$ cat src/rtl/lector_fifo_uart_pkg.sv
`default_nettype none
// ============================================================================
// Module      : lector_fifo_uart_pkg
// Description : Shared constants for the FIFO-to-UART reader: FSM state
//               encoding and UART frame geometry.
// Revision    : 1.0 - initial release
// ============================================================================
package lector_fifo_uart_pkg;

    localparam int UART_DATA_BITS  = 8;
    localparam int UART_FRAME_BITS = 10;   // start + 8 data + stop

    localparam int c_state_w = 3;
    localparam logic [c_state_w-1:0] c_st_idle    = 3'd0;
    localparam logic [c_state_w-1:0] c_st_read    = 3'd1;
    localparam logic [c_state_w-1:0] c_st_capture = 3'd2;
    localparam logic [c_state_w-1:0] c_st_start   = 3'd3;
    localparam logic [c_state_w-1:0] c_st_data    = 3'd4;
    localparam logic [c_state_w-1:0] c_st_stop    = 3'd5;

endpackage : lector_fifo_uart_pkg
`default_nettype wire

$ cat src/rtl/lector_fifo_uart_if.sv
`default_nettype none
// ============================================================================
// Module      : lector_fifo_uart_if
// Description : FIFO read handshake plus UART line/status signals.
//   enable    : permission to start draining a new word
//   empty     : FIFO empty flag
//   dato_in   : FIFO read data, valid the cycle after rd_en
//   rd_en     : FIFO read strobe, one cycle per word
//   tx        : UART serial line, idle high
//   busy      : reader is not idle
//   word_done : one-cycle pulse after the last stop bit of a word
//   master = the reader block, slave = FIFO/line side
// Revision    : 1.0 - initial release
// ============================================================================
interface lector_fifo_uart_if #(
    parameter int DATA_W = 16
) ();
    logic              enable;
    logic              empty;
    logic [DATA_W-1:0] dato_in;
    logic              rd_en;
    logic              tx;
    logic              busy;
    logic              word_done;

    modport master (
        input  enable, empty, dato_in,
        output rd_en, tx, busy, word_done
    );

    modport slave (
        output enable, empty, dato_in,
        input  rd_en, tx, busy, word_done
    );
endinterface : lector_fifo_uart_if
`default_nettype wire

$ cat src/rtl/uart_bit_timer.sv
`default_nettype none
// ============================================================================
// Module      : uart_bit_timer
// Description : Bit-period counter. Counts 0..CLKS_PER_BIT-1 and raises tick
//               on the last count, reloading to 0 at every bit boundary.
//   clk, rst  : system clock, synchronous active-high reset
//   clear     : hold the counter at 0 (no tick while asserted)
//   tick      : high in the last cycle of each bit period
// Revision    : 1.0 - initial release
// ============================================================================
module uart_bit_timer #(
    parameter int CLKS_PER_BIT = 868
) (
    input  wire logic clk,
    input  wire logic rst,
    input  wire logic clear,
    output logic      tick
);
    localparam int c_cnt_w = (CLKS_PER_BIT > 1) ? $clog2(CLKS_PER_BIT) : 1;
    localparam logic [c_cnt_w-1:0] c_last = c_cnt_w'(CLKS_PER_BIT - 1);

    logic [c_cnt_w-1:0] r_count;

    always_ff @(posedge clk) begin
        if (rst || clear) begin
            r_count <= '0;
        end else if (r_count == c_last) begin
            r_count <= '0;
        end else begin
            r_count <= r_count + c_cnt_w'(1);
        end
    end

    assign tick = (r_count == c_last) && !clear;

endmodule : uart_bit_timer
`default_nettype wire

$ cat src/rtl/lector_fifo_uart.sv
`default_nettype none
// ============================================================================
// Module      : lector_fifo_uart
// Description : Pops 16-bit words from a FIFO and sends each as two 8N1 UART
//               frames, high byte first, back-to-back.
//   clk, rst  : system clock, synchronous active-high reset
//   bus       : lector_fifo_uart_if.master (enable, empty, dato_in in;
//               rd_en, tx, busy, word_done out)
// Revision    : 1.0 - initial release
// ============================================================================
module lector_fifo_uart
    import lector_fifo_uart_pkg::*;
#(
    parameter int CLKS_PER_BIT = 868,
    parameter int DATA_W       = 16
) (
    input  wire logic          clk,
    input  wire logic          rst,
    lector_fifo_uart_if.master bus
);
    logic [c_state_w-1:0] r_state;
    logic                 r_sel;       // 0 = high byte on the line, 1 = low byte
    logic [2:0]           r_bit_idx;
    logic [7:0]           r_shift;
    logic [DATA_W-1:0]    r_shadow;
    logic                 r_tx;
    logic                 r_rd_en;
    logic                 r_busy;
    logic                 r_word_done;

    logic                 w_tick;
    logic                 w_timer_clear;
    logic [7:0]           w_cur_byte;

    // The timer only runs while a frame is on the line, so every START
    // entered from CAPTURE begins at count 0.
    assign w_timer_clear = (r_state == c_st_idle) || (r_state == c_st_read) ||
                           (r_state == c_st_capture);

    assign w_cur_byte = r_sel ? r_shadow[7:0] : r_shadow[DATA_W-1 -: 8];

    uart_bit_timer #(
        .CLKS_PER_BIT (CLKS_PER_BIT)
    ) u_bit_timer (
        .clk   (clk),
        .rst   (rst),
        .clear (w_timer_clear),
        .tick  (w_tick)
    );

    always_ff @(posedge clk) begin
        if (rst) begin
            r_state     <= c_st_idle;
            r_sel       <= 1'b0;
            r_bit_idx   <= '0;
            r_shift     <= '0;
            r_shadow    <= '0;
            r_tx        <= 1'b1;
            r_rd_en     <= 1'b0;
            r_busy      <= 1'b0;
            r_word_done <= 1'b0;
        end else begin
            r_rd_en     <= 1'b0;
            r_word_done <= 1'b0;
            case (r_state)
                c_st_idle: begin
                    if (bus.enable && !bus.empty) begin
                        r_state <= c_st_read;
                        r_rd_en <= 1'b1;
                        r_busy  <= 1'b1;
                    end
                end
                c_st_read: begin
                    r_state <= c_st_capture;
                end
                c_st_capture: begin
                    // Data is frozen here; later FIFO activity cannot disturb it.
                    r_shadow <= bus.dato_in;
                    r_sel    <= 1'b0;
                    r_tx     <= 1'b0;
                    r_state  <= c_st_start;
                end
                c_st_start: begin
                    if (w_tick) begin
                        r_tx      <= w_cur_byte[0];
                        r_shift   <= {1'b0, w_cur_byte[7:1]};
                        r_bit_idx <= '0;
                        r_state   <= c_st_data;
                    end
                end
                c_st_data: begin
                    if (w_tick) begin
                        if (r_bit_idx == 3'(UART_DATA_BITS - 1)) begin
                            r_tx    <= 1'b1;
                            r_state <= c_st_stop;
                        end else begin
                            r_tx      <= r_shift[0];
                            r_shift   <= {1'b0, r_shift[7:1]};
                            r_bit_idx <= r_bit_idx + 3'd1;
                        end
                    end
                end
                c_st_stop: begin
                    if (w_tick) begin
                        if (!r_sel) begin
                            // Second frame follows with no idle gap.
                            r_sel   <= 1'b1;
                            r_tx    <= 1'b0;
                            r_state <= c_st_start;
                        end else begin
                            r_state     <= c_st_idle;
                            r_busy      <= 1'b0;
                            r_word_done <= 1'b1;
                        end
                    end
                end
                default: begin
                    r_state <= c_st_idle;
                    r_tx    <= 1'b1;
                    r_busy  <= 1'b0;
                end
            endcase
        end
    end

    assign bus.rd_en     = r_rd_en;
    assign bus.tx        = r_tx;
    assign bus.busy      = r_busy;
    assign bus.word_done = r_word_done;

endmodule : lector_fifo_uart
`default_nettype wire

$ cat src/flat_wrapper.sv
// flat-port wrapper written by rule: the top's interface ports become plain ports
module lector_fifo_uart_flat import lector_fifo_uart_pkg::*;
#(
    parameter int CLKS_PER_BIT = 868,
    parameter int DATA_W       = 16
)
  (clk, rst, bus_enable, bus_empty, bus_dato_in, bus_rd_en, bus_tx, bus_busy, bus_word_done);
  lector_fifo_uart_if #(.DATA_W(DATA_W)) bus_i ();
  input  wire logic clk;
  input  wire logic rst;
  input wire logic [$bits(bus_i.enable)-1:0] bus_enable;
  input wire logic [$bits(bus_i.empty)-1:0] bus_empty;
  input wire logic [$bits(bus_i.dato_in)-1:0] bus_dato_in;
  output wire logic [$bits(bus_i.rd_en)-1:0] bus_rd_en;
  output wire logic [$bits(bus_i.tx)-1:0] bus_tx;
  output wire logic [$bits(bus_i.busy)-1:0] bus_busy;
  output wire logic [$bits(bus_i.word_done)-1:0] bus_word_done;
  assign bus_i.enable = bus_enable;
  assign bus_i.empty = bus_empty;
  assign bus_i.dato_in = bus_dato_in;
  assign bus_rd_en = bus_i.rd_en;
  assign bus_tx = bus_i.tx;
  assign bus_busy = bus_i.busy;
  assign bus_word_done = bus_i.word_done;
  lector_fifo_uart #(.CLKS_PER_BIT(CLKS_PER_BIT), .DATA_W(DATA_W)) u_core (.clk(clk), .rst(rst), .bus(bus_i));
endmodule
$ cat config.mk
export PLATFORM = sky130hd
export DESIGN_NAME = lector_fifo_uart_flat
export DESIGN_NICKNAME = d
export VERILOG_FILES = /design/src/rtl/lector_fifo_uart_pkg.sv /design/src/rtl/lector_fifo_uart_if.sv /design/src/rtl/uart_bit_timer.sv /design/src/rtl/lector_fifo_uart.sv /design/src/flat_wrapper.sv
export SDC_FILE = /design/constraint.sdc
export NUM_CORES = 1
export LEC_CHECK = 0
export BUFFER_PORTS_ARGS = -buffer_cell sky130_fd_sc_hd__clkbuf_2
export CAP_MARGIN = 10
export CELL_PAD_IN_SITES_DETAIL_PLACEMENT = 2
export CELL_PAD_IN_SITES_GLOBAL_PLACEMENT = 2
export CORE_ASPECT_RATIO = 0.8
export CORE_MARGIN = 2
export CORE_UTILIZATION = 35
export DETAILED_ROUTE_END_ITERATION = 10
export GPL_ROUTABILITY_DRIVEN = 0
export PLACE_DENSITY_LB_ADDON = 0.1
export SYNTH_ARGS = -nofsm -noshare
export SYNTH_HDL_FRONTEND = slang
export SYNTH_HIERARCHICAL = 1
export SYNTH_SLANG_ARGS = --single-unit
$ cat constraint.sdc
create_clock -name clk -period 2.94 [get_ports clk]
set_clock_uncertainty 0.2 [all_clocks]
set_input_delay 0 -clock clk [delete_from_list [all_inputs] [get_ports clk]]
set_output_delay 0 -clock clk [all_outputs]
set_load 0.1 [all_outputs]
==> impl_metrics.env, run 1 <==
export IMPL_grt_setup_unrepaired="false"
export IMPL_synth_top_area_share_pct=41.78
export IMPL_syn_nets=269
export IMPL_static_leakage_power_uw=0.0009220
export IMPL_postSynthCellCount=244
export IMPL_routedWlPerCell_microns=15.65
export IMPL_dpl_hpwl_microns=3713
export IMPL_start_kind="register"
export IMPL_worstSetupEndpoint="u_core/r_bit_idx[0]$_SDFFE_PP0P_"
export IMPL_floorplan_io_pins=24
export IMPL_synth_edff_count=0
export IMPL_crit_path_cell_trace="ha_1 > nand4bb_2 > or4_4 > nor2_1 > o21a_1 > mux2i_1 > nor2_1"
export IMPL_dieArea_sq_mm=0.006664
export IMPL_routed_via_count=1842
export IMPL_dp_cells=338
export IMPL_ys_dominant_reg_cell="dfxtp_1"
export IMPL_critical_path_top_delay_family="simple AND/OR/NAND/NOR gates"
export IMPL_timing_rr_end="u_core/r_bit_idx[0]$_SDFFE_PP0P_"
export IMPL_synth_top_cells_by_count="nand2_1 (54), dfxtp_1 (44), a21oi_1 (30)"
export IMPL_share_of_power_burned_in_registers_pct=50.9
export IMPL_total_stage_count_of_the_critical_path=7
export IMPL_worstPathBufferInverterCount=0
export IMPL_global_route_wire_length_before_repair_microns=9632
export IMPL_largest_net_degree_at_the_start_of_global_routing=38
export IMPL_globalRouteMet1Util_pct=22.70
export IMPL_timing_critical_path_slowest_stage_cell="or4_4"
export IMPL_finalNetCount=307
export IMPL_initial_core_util_pct=36.04
export IMPL_gr_total_overflow=0
export IMPL_antenna_diode_count=0
export IMPL_gr_usage_met3_pct=4.410
export IMPL_worst_setup_path_type="reg2reg"
export IMPL_cell_count_final_fillers_out=364
export IMPL_timing_slew_headroom_pct=47.85
export IMPL_post_synth_top_area_cell="dfxtp_1"
export IMPL_clock_tree_htree_level_count=2
export IMPL_cts_tree="yes"
export IMPL_drive_gt1_share_pct=19.08
export IMPL_chipHeight_microns=73.42
export IMPL_grtUsageTotal_pct=18.30
export IMPL_power_density_mw_per_mm2=475.0
export IMPL_critical_path_peak_fanout=10
export IMPL_postcts_setup_bufs=0
export IMPL_timing_hold_violations_final=0
export IMPL_synth_sequential_area_ratio_pct=41.78
export IMPL_worst_r2r_setup_slack_ns=0.49
export IMPL_mapped_avg_cell_area_sq_um=8.640
export IMPL_reg2regPathDepth=7
export IMPL_crit_reg2reg_launch="u_core/u_bit_timer/r_count[0]$_SDFF_PP0_"
export IMPL_place_area_sq_mm=0.002255
export IMPL_detailedRoute_firstIterationViolations=43
export IMPL_async_reset_ff_share_pct=0
export IMPL_power_combinational_fraction_pct=10.7
export IMPL_ys_warn_count=6
export IMPL_cts_sinks=44
export IMPL_layout_min_cycle_time_ns=2.451
export IMPL_remaining_drc_errors=0
export IMPL_crit_path_start="u_core/u_bit_timer/r_count[0]$_SDFF_PP0_"
export IMPL_max_capacitance_violation_count=0
export IMPL_class_of_the_tightest_hold_or_removal_check="in2reg"
export IMPL_outcome="complete, no violations"
export IMPL_cts_root_to_sink_buffers=2
export IMPL_antenna_found_initial=0
export IMPL_area_growth_syn_to_layout_pct=20.59
export IMPL_synth_cell_area_sq_mm=0.002108
export IMPL_cp_slowest_stage_delay_ns=0.47
export IMPL_vias_per_cell=5.060
export IMPL_critical_path_endpoint_type="register"
export IMPL_sw_frac_of_total_pct=24.42
export IMPL_max_freq_mhz=408.0
export IMPL_placement_io_buffers=23
export IMPL_totalWireLength_microns=5696
export IMPL_cp_required_ns=2.89
export IMPL_post_cts_resize_count=0
export IMPL_postRouteAntennaNets=0
export IMPL_synthMostInstantiatedCell="nand2_1"
export IMPL_post_route_cell_area_sq_mm=0.002542
export IMPL_cts_root_buffer="clkbuf_8"
export IMPL_netlist_top_cells_area="dfxtp_1 (42%), nand2_1 (9.6%), a21oi_1 (7.1%)"
export IMPL_maxSlewViolCount=0
export IMPL_synth_ff_latch_count=44
export IMPL_setup_viol_count_final=0
export IMPL_vdd_ir_drop_max_v=0.0001584
export IMPL_clock_power_share_pct=38.4
export IMPL_core_area_sq_mm=0.005849
export IMPL_grt_busiest_layer="met2"
export IMPL_post_route_period_util_pct=83.37
export IMPL_floorplan_die_width_microns=90.77
export IMPL_first_global_vias=1905
export IMPL_critical_path_most_common_cell="nor2_1"
export IMPL_worstSkewPairLatency_ns=0.30
export IMPL_setup_total_negative_slack_ns=0
export IMPL_post_layout_total_power_uw=1208
export IMPL_worst_slew_pin_transition_ns=0.7822
export IMPL_numCtsBuffers=5
export IMPL_worst_ep_arrival_time_ns=2.41
export IMPL_synth_lib_cells_used_distinct=51
export IMPL_gr_usage_met2_pct=32.67
export IMPL_dr_pass1_iters=4
export IMPL_switchingPower_uw=294.9
export IMPL_cellInternalPower_uw=912.8
export IMPL_placementRows=25
export IMPL_path_clk_slew_ns=0.08
[worst min-delay path by stage]
stage | endpoint | slack [ns] | depth (start not counted) | from
4_1_cts | u_core/bus.busy$_SDFFE_PP0P_ | 0.03 | 5 | bus_enable
5_1_grt | u_core/bus.busy$_SDFFE_PP0P_ | 0.08 | 5 | bus_enable
3_3_place_gp | u_core/r_shadow[12]$_SDFFE_PP0P_ | 0.02 | 3 | bus_dato_in[12]
2_1_floorplan | u_core/r_shadow[7]$_SDFFE_PP0P_ | -0.06 | 2 | bus_dato_in[7]
6_report | u_core/bus.busy$_SDFFE_PP0P_ | 0.03 | 5 | bus_enable
3_5_place_dp | u_core/r_shadow[6]$_SDFFE_PP0P_ | 0.03 | 3 | bus_dato_in[6]
[final cells by class]
cell class	instances	area [sq um]
clock inverter	2	35.03
sequential	44	880.8
multi-input combinational	181	1101
inverter	3	11.26
tap	81	101.3
clock buffer	6	72.57
timing repair buffer	47	340.3
fill	647	3307
[power groups by stage]
stage	sequential, uW	combinational (uW)	clock [uW]
floorplan	642	67.6	0
global placement	628	109	0
detailed placement	628	110	0
CTS	614	129	484
finish	614	130	464
global route	616	142	512
[through the flow]
| stage | setup slack [ns] | hold slack [ns] | utilization, % |
|---|---|---|---|
| floorplan | 0.3282 | -0.06404 | - |
| global placement | 0.6149 | 0.02437 | 38.55 |
| detailed placement | 0.5265 | 0.03244 | 38.55 |
| CTS | 0.4831 | 0.02569 | 43.47 |
| global route | 0.3071 | 0.07744 | 43.47 |
| finish | 0.4890 | 0.03476 | 43.47 |
[what timing repair did]
action / CTS / global route
setup endpoints to repair: 0 / 0
endpoints found under the hold margin: 21 / 0
hold buffers: 18 / 0
[sequential cells by signal, indices dropped and copies added (netlist names)]
signal	count
u_core/u_bit_timer/r_count	10
u_core/r_shadow	16
u_core/bus.busy	1
u_core/bus.tx	1
u_core/bus.rd_en	1
u_core/bus.word_done	1
u_core/r_state	3
u_core/r_bit_idx	3
u_core/r_sel	1
u_core/r_shift	7
[layout by cell type (no fill, tap or decap), types with 4 or more instances in the layout]
master,Yosys,layout
buf_4,1,6
o211ai_1,7,7
a21oi_1,30,30
xor2_1,4,4
nor2_1,17,17
dfxtp_1,44,44
nand3_1,7,7
clkbuf_2,0,23
nand2_1,54,54
nor3_1,4,4
mux2i_1,9,9
clkbuf_8,0,5
dlygate4sd3_1,0,18
ha_1,5,5
[worst reg2reg max path, delay by kind of cell, from the launching register on]
| kind | cells | cell delay, ns |
|---|---|---|
| compound gates | 1 | 0.40 |
| fa+ha+maj | 1 | 0.25 |
| flops | 1 | 0.39 |
| mux | 1 | 0.24 |
| simple gates | 4 | 0.83 |
[layer usage]
layer / up-vias / share of wire [%]
li1: 913 / -
met1: 899 / 47
met2: 25 / 50
met3: 5 / 2.9
met4: 0 / 0.90
met5: - / 0
[logic make-up (layout without fill, tap and decap cells)]
family	Yosys count	in the layout	share of synthesized area (%)
buffers and inverters	19	58	5.994
multiplexers	10	10	4.807
AND/OR/NAND/NOR	106	106	25.93
XOR/XNOR	7	7	2.908
AO/OA/AOI/OAI	53	53	15.61
adder cells (fa/ha/maj)	5	5	2.967
flip-flops	44	44	41.78
(Power assumes the default switching activity.)
==> run 2: changes to the inputs <==
==> constraint.sdc (replaced) <==
create_clock -name clk -period 2.35 [get_ports clk]
set_clock_uncertainty 0.2 [all_clocks]
set_input_delay 0 -clock clk [delete_from_list [all_inputs] [get_ports clk]]
set_output_delay 0 -clock clk [all_outputs]
set_load 0.1 [all_outputs]
==> run 2 against run 1 <==
Critical path depth unchanged. Sequential cell count unchanged. Sequential power up 25%. Register-to-register slack got worse by 0.38 ns. Sequential share of layout area down 1.6 points. Die area unchanged. Critical endpoint is now u_core/bus.tx$_SDFFE_PP1P_.
==> impl_metrics.env, run 2 (synthesis gave the netlist of run 1 again) <==
export IMPL_outcome="complete, no violations"
export IMPL_drive_gt1_share_pct=26.33
export IMPL_setup_viol_count_final=0
export IMPL_detailedRoute_firstIterationViolations=59
export IMPL_worst_setup_path_type="reg2reg"
export IMPL_routed_via_count=1925
export IMPL_cp_required_ns=2.34
export IMPL_commonest_non_fill_non_tap_cell_in_the_layout="nand2_1"
export IMPL_antenna_found_initial=0
export IMPL_critical_path_peak_fanout=5
export IMPL_cts_tree="yes"
export IMPL_cts_sinks=44
export IMPL_path_clk_slew_ns=0.09
export IMPL_dr_pass1_iters=4
export IMPL_maxSlewViolCount=0
export IMPL_cp_slowest_stage_delay_ns=0.57
export IMPL_initial_core_util_pct=36.04
export IMPL_cts_root_buffer="clkbuf_8"
export IMPL_vdd_ir_drop_max_v=0.0001994
export IMPL_cell_count_final_fillers_out=381
export IMPL_vias_per_cell=5.052
export IMPL_class_of_the_tightest_hold_or_removal_check="in2reg"
export IMPL_layout_min_cycle_time_ns=2.244
export IMPL_start_kind="register"
export IMPL_finalNetCount=325
export IMPL_setup_total_negative_slack_ns=0
export IMPL_timing_hold_violations_final=0
export IMPL_placementRows=25
export IMPL_post_route_cell_area_sq_mm=0.002679
export IMPL_routedWlPerCell_microns=16.01
export IMPL_totalWireLength_microns=6101
export IMPL_timing_slew_headroom_pct=64.01
export IMPL_static_leakage_power_uw=0.001001
export IMPL_critical_path_endpoint_type="register"
export IMPL_antenna_diode_count=0
export IMPL_crit_path_cell_trace="or3_1 > nand2_2 > nor2_4 > or4bb_1 > o211ai_1 > mux2i_1 > nand2b_1"
export IMPL_worstPathBufferInverterCount=0
export IMPL_chipHeight_microns=73.42
export IMPL_area_growth_syn_to_layout_pct=27.06
export IMPL_timing_critical_path_slowest_stage_cell="or4bb_1"
export IMPL_floorplan_io_pins=24
export IMPL_clock_tree_htree_level_count=2
export IMPL_reg_largest_list="u_core/r_shadow (16), u_core/u_bit_timer/r_count (10), u_core/r_shift (7)"
export IMPL_layout_common_cells="nand2_1 (53), dfxtp_1 (40), a21oi_1 (29)"
export IMPL_post_route_period_util_pct=95.47
export IMPL_max_capacitance_violation_count=0
export IMPL_first_global_vias=2003
export IMPL_dp_cells=351
export IMPL_remaining_drc_errors=0
export IMPL_global_route_wire_length_before_repair_microns=9915
export IMPL_floorplan_die_width_microns=90.77
export IMPL_max_reg_flops=16
export IMPL_dpl_hpwl_microns=3912
export IMPL_dieArea_sq_mm=0.006664
export IMPL_place_area_sq_mm=0.002357
export IMPL_worst_ep_arrival_time_ns=2.24
export IMPL_register_name_with_the_most_flops="u_core/r_shadow"
export IMPL_cts_root_to_sink_buffers=2
export IMPL_core_area_sq_mm=0.005849
export IMPL_gr_total_overflow=0
export IMPL_grtUsageTotal_pct=19.03
export IMPL_placement_io_buffers=23
export IMPL_worst_slew_pin_transition_ns=0.5422
export IMPL_post_layout_total_power_uw=1404
export IMPL_numCtsBuffers=5
export IMPL_largest_net_degree_at_the_start_of_global_routing=29
export IMPL_max_freq_mhz=445.7
export IMPL_worstSkewPairLatency_ns=0.29
export IMPL_postRouteAntennaNets=0
export IMPL_critical_path_top_delay_family="simple AND/OR/NAND/NOR gates"
export IMPL_power_density_mw_per_mm2=524.2
-- run 2: power breakdown --
group	switching [uW]	leakage (uW)	internal (uW)
logic	100	0.000603	70.7
registers	7.36	0.000357	760
clock network	264	0.0000400	202
-- run 2: cell type report --
cell class | count | area, sq um
timing repair buffer | 65 | 481.7
clock buffer | 5 | 68.82
clock inverter | 2 | 12.51
sequential | 44 | 885.9
tap | 81 | 101.3
inverter | 3 | 11.26
fill | 696 | 3171
multi-input combinational | 181 | 1117
-- run 2: worst paths after layout --
| path | from | end | slack [ns] | cells past startpoint |
|---|---|---|---|---|
| setup / recovery | u_core/r_state[2]$_SDFFE_PP0P_ | u_core/bus.tx$_SDFFE_PP1P_ | 0.11 | 7 |
| hold / removal | bus_enable | u_core/bus.busy$_SDFFE_PP0P_ | 0.07 | 5 |
| setup reg to reg | u_core/r_state[2]$_SDFFE_PP0P_ | u_core/bus.tx$_SDFFE_PP1P_ | 0.11 | 7 |
| hold reg to reg | u_core/r_shadow[9]$_SDFFE_PP0P_ | u_core/r_shadow[9]$_SDFFE_PP0P_ | 0.26 | 2 |
-- run 2: repair_timing --
item	4_1_cts	5_1_grt
endpoints found under the hold margin	22	0
hold buffers	19	0
pin swaps	0	5
endpoints found under the setup margin	11	11
gates resized for setup	2	5
buffers inserted	0	4
-- run 2: layer usage --
layer,GRT usage (%),vias up,wire (microns)
met5,0,-,0
met4,5.051,0,47
met3,3.385,4,143
met2,33.83,20,3035
met1,24.20,946,2875
li1,-,955,-
-- run 2: tightest hold or removal path: cells and delay by family --
kind | cells | cell delay, ns
AND/OR/NAND/NOR | 4 | 0.43
buffers and inverters | 1 | 0.09
-- run 2: stage by stage --
stage | worst slack, ns | hold slack [ns] | util [%]
global placement | 0.02774 | 0.02551 | 40.30
finish | 0.1065 | 0.06944 | 45.80
global route | -0.05725 | 0.09271 | 45.80
floorplan | -0.1659 | -0.06404 | -
detailed placement | -0.09381 | 0.03040 | 40.30
CTS | 0.06347 | 0.04507 | 45.07
==> run 3: changes to the inputs <==
--- a/config.mk
+++ b/config.mk
@@ -5,15 +5,16 @@
 export SDC_FILE = /design/constraint.sdc
 export NUM_CORES = 1
 export LEC_CHECK = 0
-export BUFFER_PORTS_ARGS = -buffer_cell sky130_fd_sc_hd__clkbuf_2
 export CAP_MARGIN = 10
 export CELL_PAD_IN_SITES_DETAIL_PLACEMENT = 2
 export CELL_PAD_IN_SITES_GLOBAL_PLACEMENT = 2
 export CORE_ASPECT_RATIO = 0.8
 export CORE_MARGIN = 2
-export CORE_UTILIZATION = 35
+export CORE_UTILIZATION = 30
 export DETAILED_ROUTE_END_ITERATION = 10
+export DONT_BUFFER_PORTS = 1
 export GPL_ROUTABILITY_DRIVEN = 0
+export MAX_ROUTING_LAYER = met4
 export PLACE_DENSITY_LB_ADDON = 0.1
 export SYNTH_ARGS = -nofsm -noshare
 export SYNTH_HDL_FRONTEND = slang
==> run 3 against run 2 <==
Sequential share of layout area grew 0.50 points. Clock-buffer cell count is the same. Worst hold slack better by 0.11 ns. First-iteration DRC count is 20% lower. Largest power group unchanged. Cell area shrank 1.5%. Clock power grew 29%. Power up 8.8%. Cell count shrank 3.4%. Core utilization down 7.3 points. Register-to-register slack about the same. Routed wire length is 7.3% lower. Sequential cell count stayed put.
==> impl_metrics.env, run 3 (synthesis gave the netlist of run 1 again) <==
export IMPL_max_capacitance_violation_count=0
export IMPL_hold_path_cell_count=3
export IMPL_routedWlPerCell_microns=15.37
export IMPL_cts_root_to_sink_buffers=2
export IMPL_worst_setup_path_type="reg2reg"
export IMPL_initial_core_util_pct=30.74
export IMPL_post_route_period_util_pct=95.32
export IMPL_timing_slew_headroom_pct=37.28
export IMPL_totalWireLength_microns=5655
export IMPL_static_leakage_power_uw=0.0009489
export IMPL_max_freq_mhz=446.4
export IMPL_multiInputGateArea_sq_mm=0.001114
export IMPL_maxSlewViolCount=0
export IMPL_worst_ep_arrival_time_ns=2.24
export IMPL_setup_viol_count_final=0
export IMPL_dpl_hpwl_microns=3704
export IMPL_reg_largest_list="u_core/r_shadow (16), u_core/u_bit_timer/r_count (10), u_core/r_shift (7)"
export IMPL_antenna_found_initial=0
export IMPL_critical_path_peak_fanout=7
export IMPL_detailedRoute_firstIterationViolations=47
export IMPL_commonest_non_fill_non_tap_cell_in_the_layout="nand2_1"
export IMPL_worst_r2r_setup_slack_ns=0.11
export IMPL_drive_gt1_share_pct=19.57
export IMPL_grtUsageTotal_pct=16.15
export IMPL_first_global_vias=1917
export IMPL_cts_sinks=44
export IMPL_outcome="complete, no violations"
export IMPL_path_clk_slew_ns=0.09
export IMPL_layout_min_cycle_time_ns=2.240
export IMPL_global_route_wire_length_before_repair_microns=9653
export IMPL_critical_path_endpoint_type="register"
export IMPL_core_area_sq_mm=0.006858
export IMPL_cp_required_ns=2.35
export IMPL_routed_via_count=1789
export IMPL_storage_cell_area_sq_um=885.9
export IMPL_worst_slew_pin_transition_ns=0.9395
export IMPL_crit_reg2reg_launch="u_core/r_state[2]$_SDFFE_PP0P_"
export IMPL_chipHeight_microns=78.98
export IMPL_holdWs_ns=0.1753
export IMPL_worstSkewPairLatency_ns=0.30
export IMPL_cts_root_buffer="clkbuf_8"
export IMPL_class_of_the_tightest_hold_or_removal_check="in2reg"
export IMPL_reg2regPathDepth=8
export IMPL_dieArea_sq_mm=0.007718
export IMPL_timing_rr_end="u_core/bus.tx$_SDFFE_PP1P_"
export IMPL_finalNetCount=305
export IMPL_power_density_mw_per_mm2=578.9
export IMPL_dr_pass1_iters=4
export IMPL_post_layout_total_power_uw=1528
export IMPL_floorplan_io_pins=24
export IMPL_vdd_ir_drop_max_v=0.0002306
export IMPL_max_reg_flops=16
export IMPL_numCtsBuffers=5
export IMPL_antenna_diode_count=0
export IMPL_postRouteAntennaNets=0
export IMPL_holdCritStartpoint="bus_dato_in[7]"
export IMPL_largest_net_degree_at_the_start_of_global_routing=38
export IMPL_remaining_drc_errors=0
export IMPL_timing_hold_violations_final=0
export IMPL_n_fill_cell=783
export IMPL_worstHoldEndpoint="u_core/r_shadow[7]$_SDFFE_PP0P_"
export IMPL_vias_per_cell=4.861
export IMPL_final_core_util_pct=38.48
export IMPL_cts_tree="yes"
export IMPL_placement_io_buffers=0
export IMPL_area_growth_syn_to_layout_pct=25.16
export IMPL_floorplan_die_width_microns=97.73
export IMPL_start_kind="register"
export IMPL_placementRows=27
export IMPL_register_name_with_the_most_flops="u_core/r_shadow"
export IMPL_clock_tree_htree_level_count=2
export IMPL_layout_common_cells="nand2_1 (53), dfxtp_1 (40), a21oi_1 (30)"
export IMPL_gr_total_overflow=0
==> run 3: metrics by stage <==
step / std cells / TNS [ns] / area, sq um / setup WS (ns)
2_1_floorplan: 244 / -0.1659 / 2113 / -0.1659
3_3_place_gp: 335 / 0 / 2257 / 0.09388
3_5_place_dp: 335 / 0 / 2257 / 0.05504
4_1_cts: 367 / 0 / 2619 / 0.01143
5_1_grt: 368 / -0.004715 / 2639 / -0.004715
6_report: 368 / 0 / 2639 / 0.1100
==> run 3: worst max-delay path by stage <==
stage          cells after the start                                startpoint                              to  slack, ns
2_1_floorplan                     11            u_core/r_state[2]$_SDFFE_PP0P_      u_core/bus.tx$_SDFFE_PP1P_      -0.17
3_3_place_gp                       9  u_core/u_bit_timer/r_count[0]$_SDFF_PP0_  u_core/r_shift[1]$_SDFFE_PP0P_       0.09
3_5_place_dp                       9  u_core/u_bit_timer/r_count[0]$_SDFF_PP0_  u_core/r_shift[4]$_SDFFE_PP0P_       0.06
4_1_cts                            9  u_core/u_bit_timer/r_count[1]$_SDFF_PP0_  u_core/r_shift[5]$_SDFFE_PP0P_       0.01
5_1_grt                            9  u_core/u_bit_timer/r_count[1]$_SDFF_PP0_      u_core/bus.tx$_SDFFE_PP1P_     -0.005
6_report                           8            u_core/r_state[2]$_SDFFE_PP0P_      u_core/bus.tx$_SDFFE_PP1P_       0.11
==> run 3: report_power, final <==
group	internal (uW)	leakage, uW	switching (uW)
Clock	315	0.0000541	284
Combinational	65.3	0.000537	88.8
Sequential	760	0.000357	14.3
==> run 3: per-layer routing <==
layer	vias to the layer above	wire [microns]	track usage, %
met1	861	2874	21.52
li1	910	-	-
met5	-	0	-
met4	0	70	5.000
met2	13	2612	25.03
met3	5	98	3.169
==> run 3: timing repair <==
item,CTS,global route
hold endpoints to repair,44,0
setup endpoints to repair,0,10
resized for setup,0,5
hold buffers,24,0
buffers inserted,0,1
==> run 3: layout make-up <==
class,instances,share of cell area (%)
clock inverters,3,1.612
flip-flops and latches,44,33.57
multi-input cells,181,42.20
inverters,3,0.4267
well taps,87,4.125
repair buffers,45,15.46
clock buffers,5,2.608
==> run 3: worst max-delay path: stages, from the launching register on <==
cell      delay [ns]
dfxtp_2         0.34
or3_1           0.41
nand2_2         0.08
nor2_1          0.04
buf_4           0.15
or4bb_1         0.52
o211ai_1        0.12
mux2i_1         0.21
nand2b_1        0.06
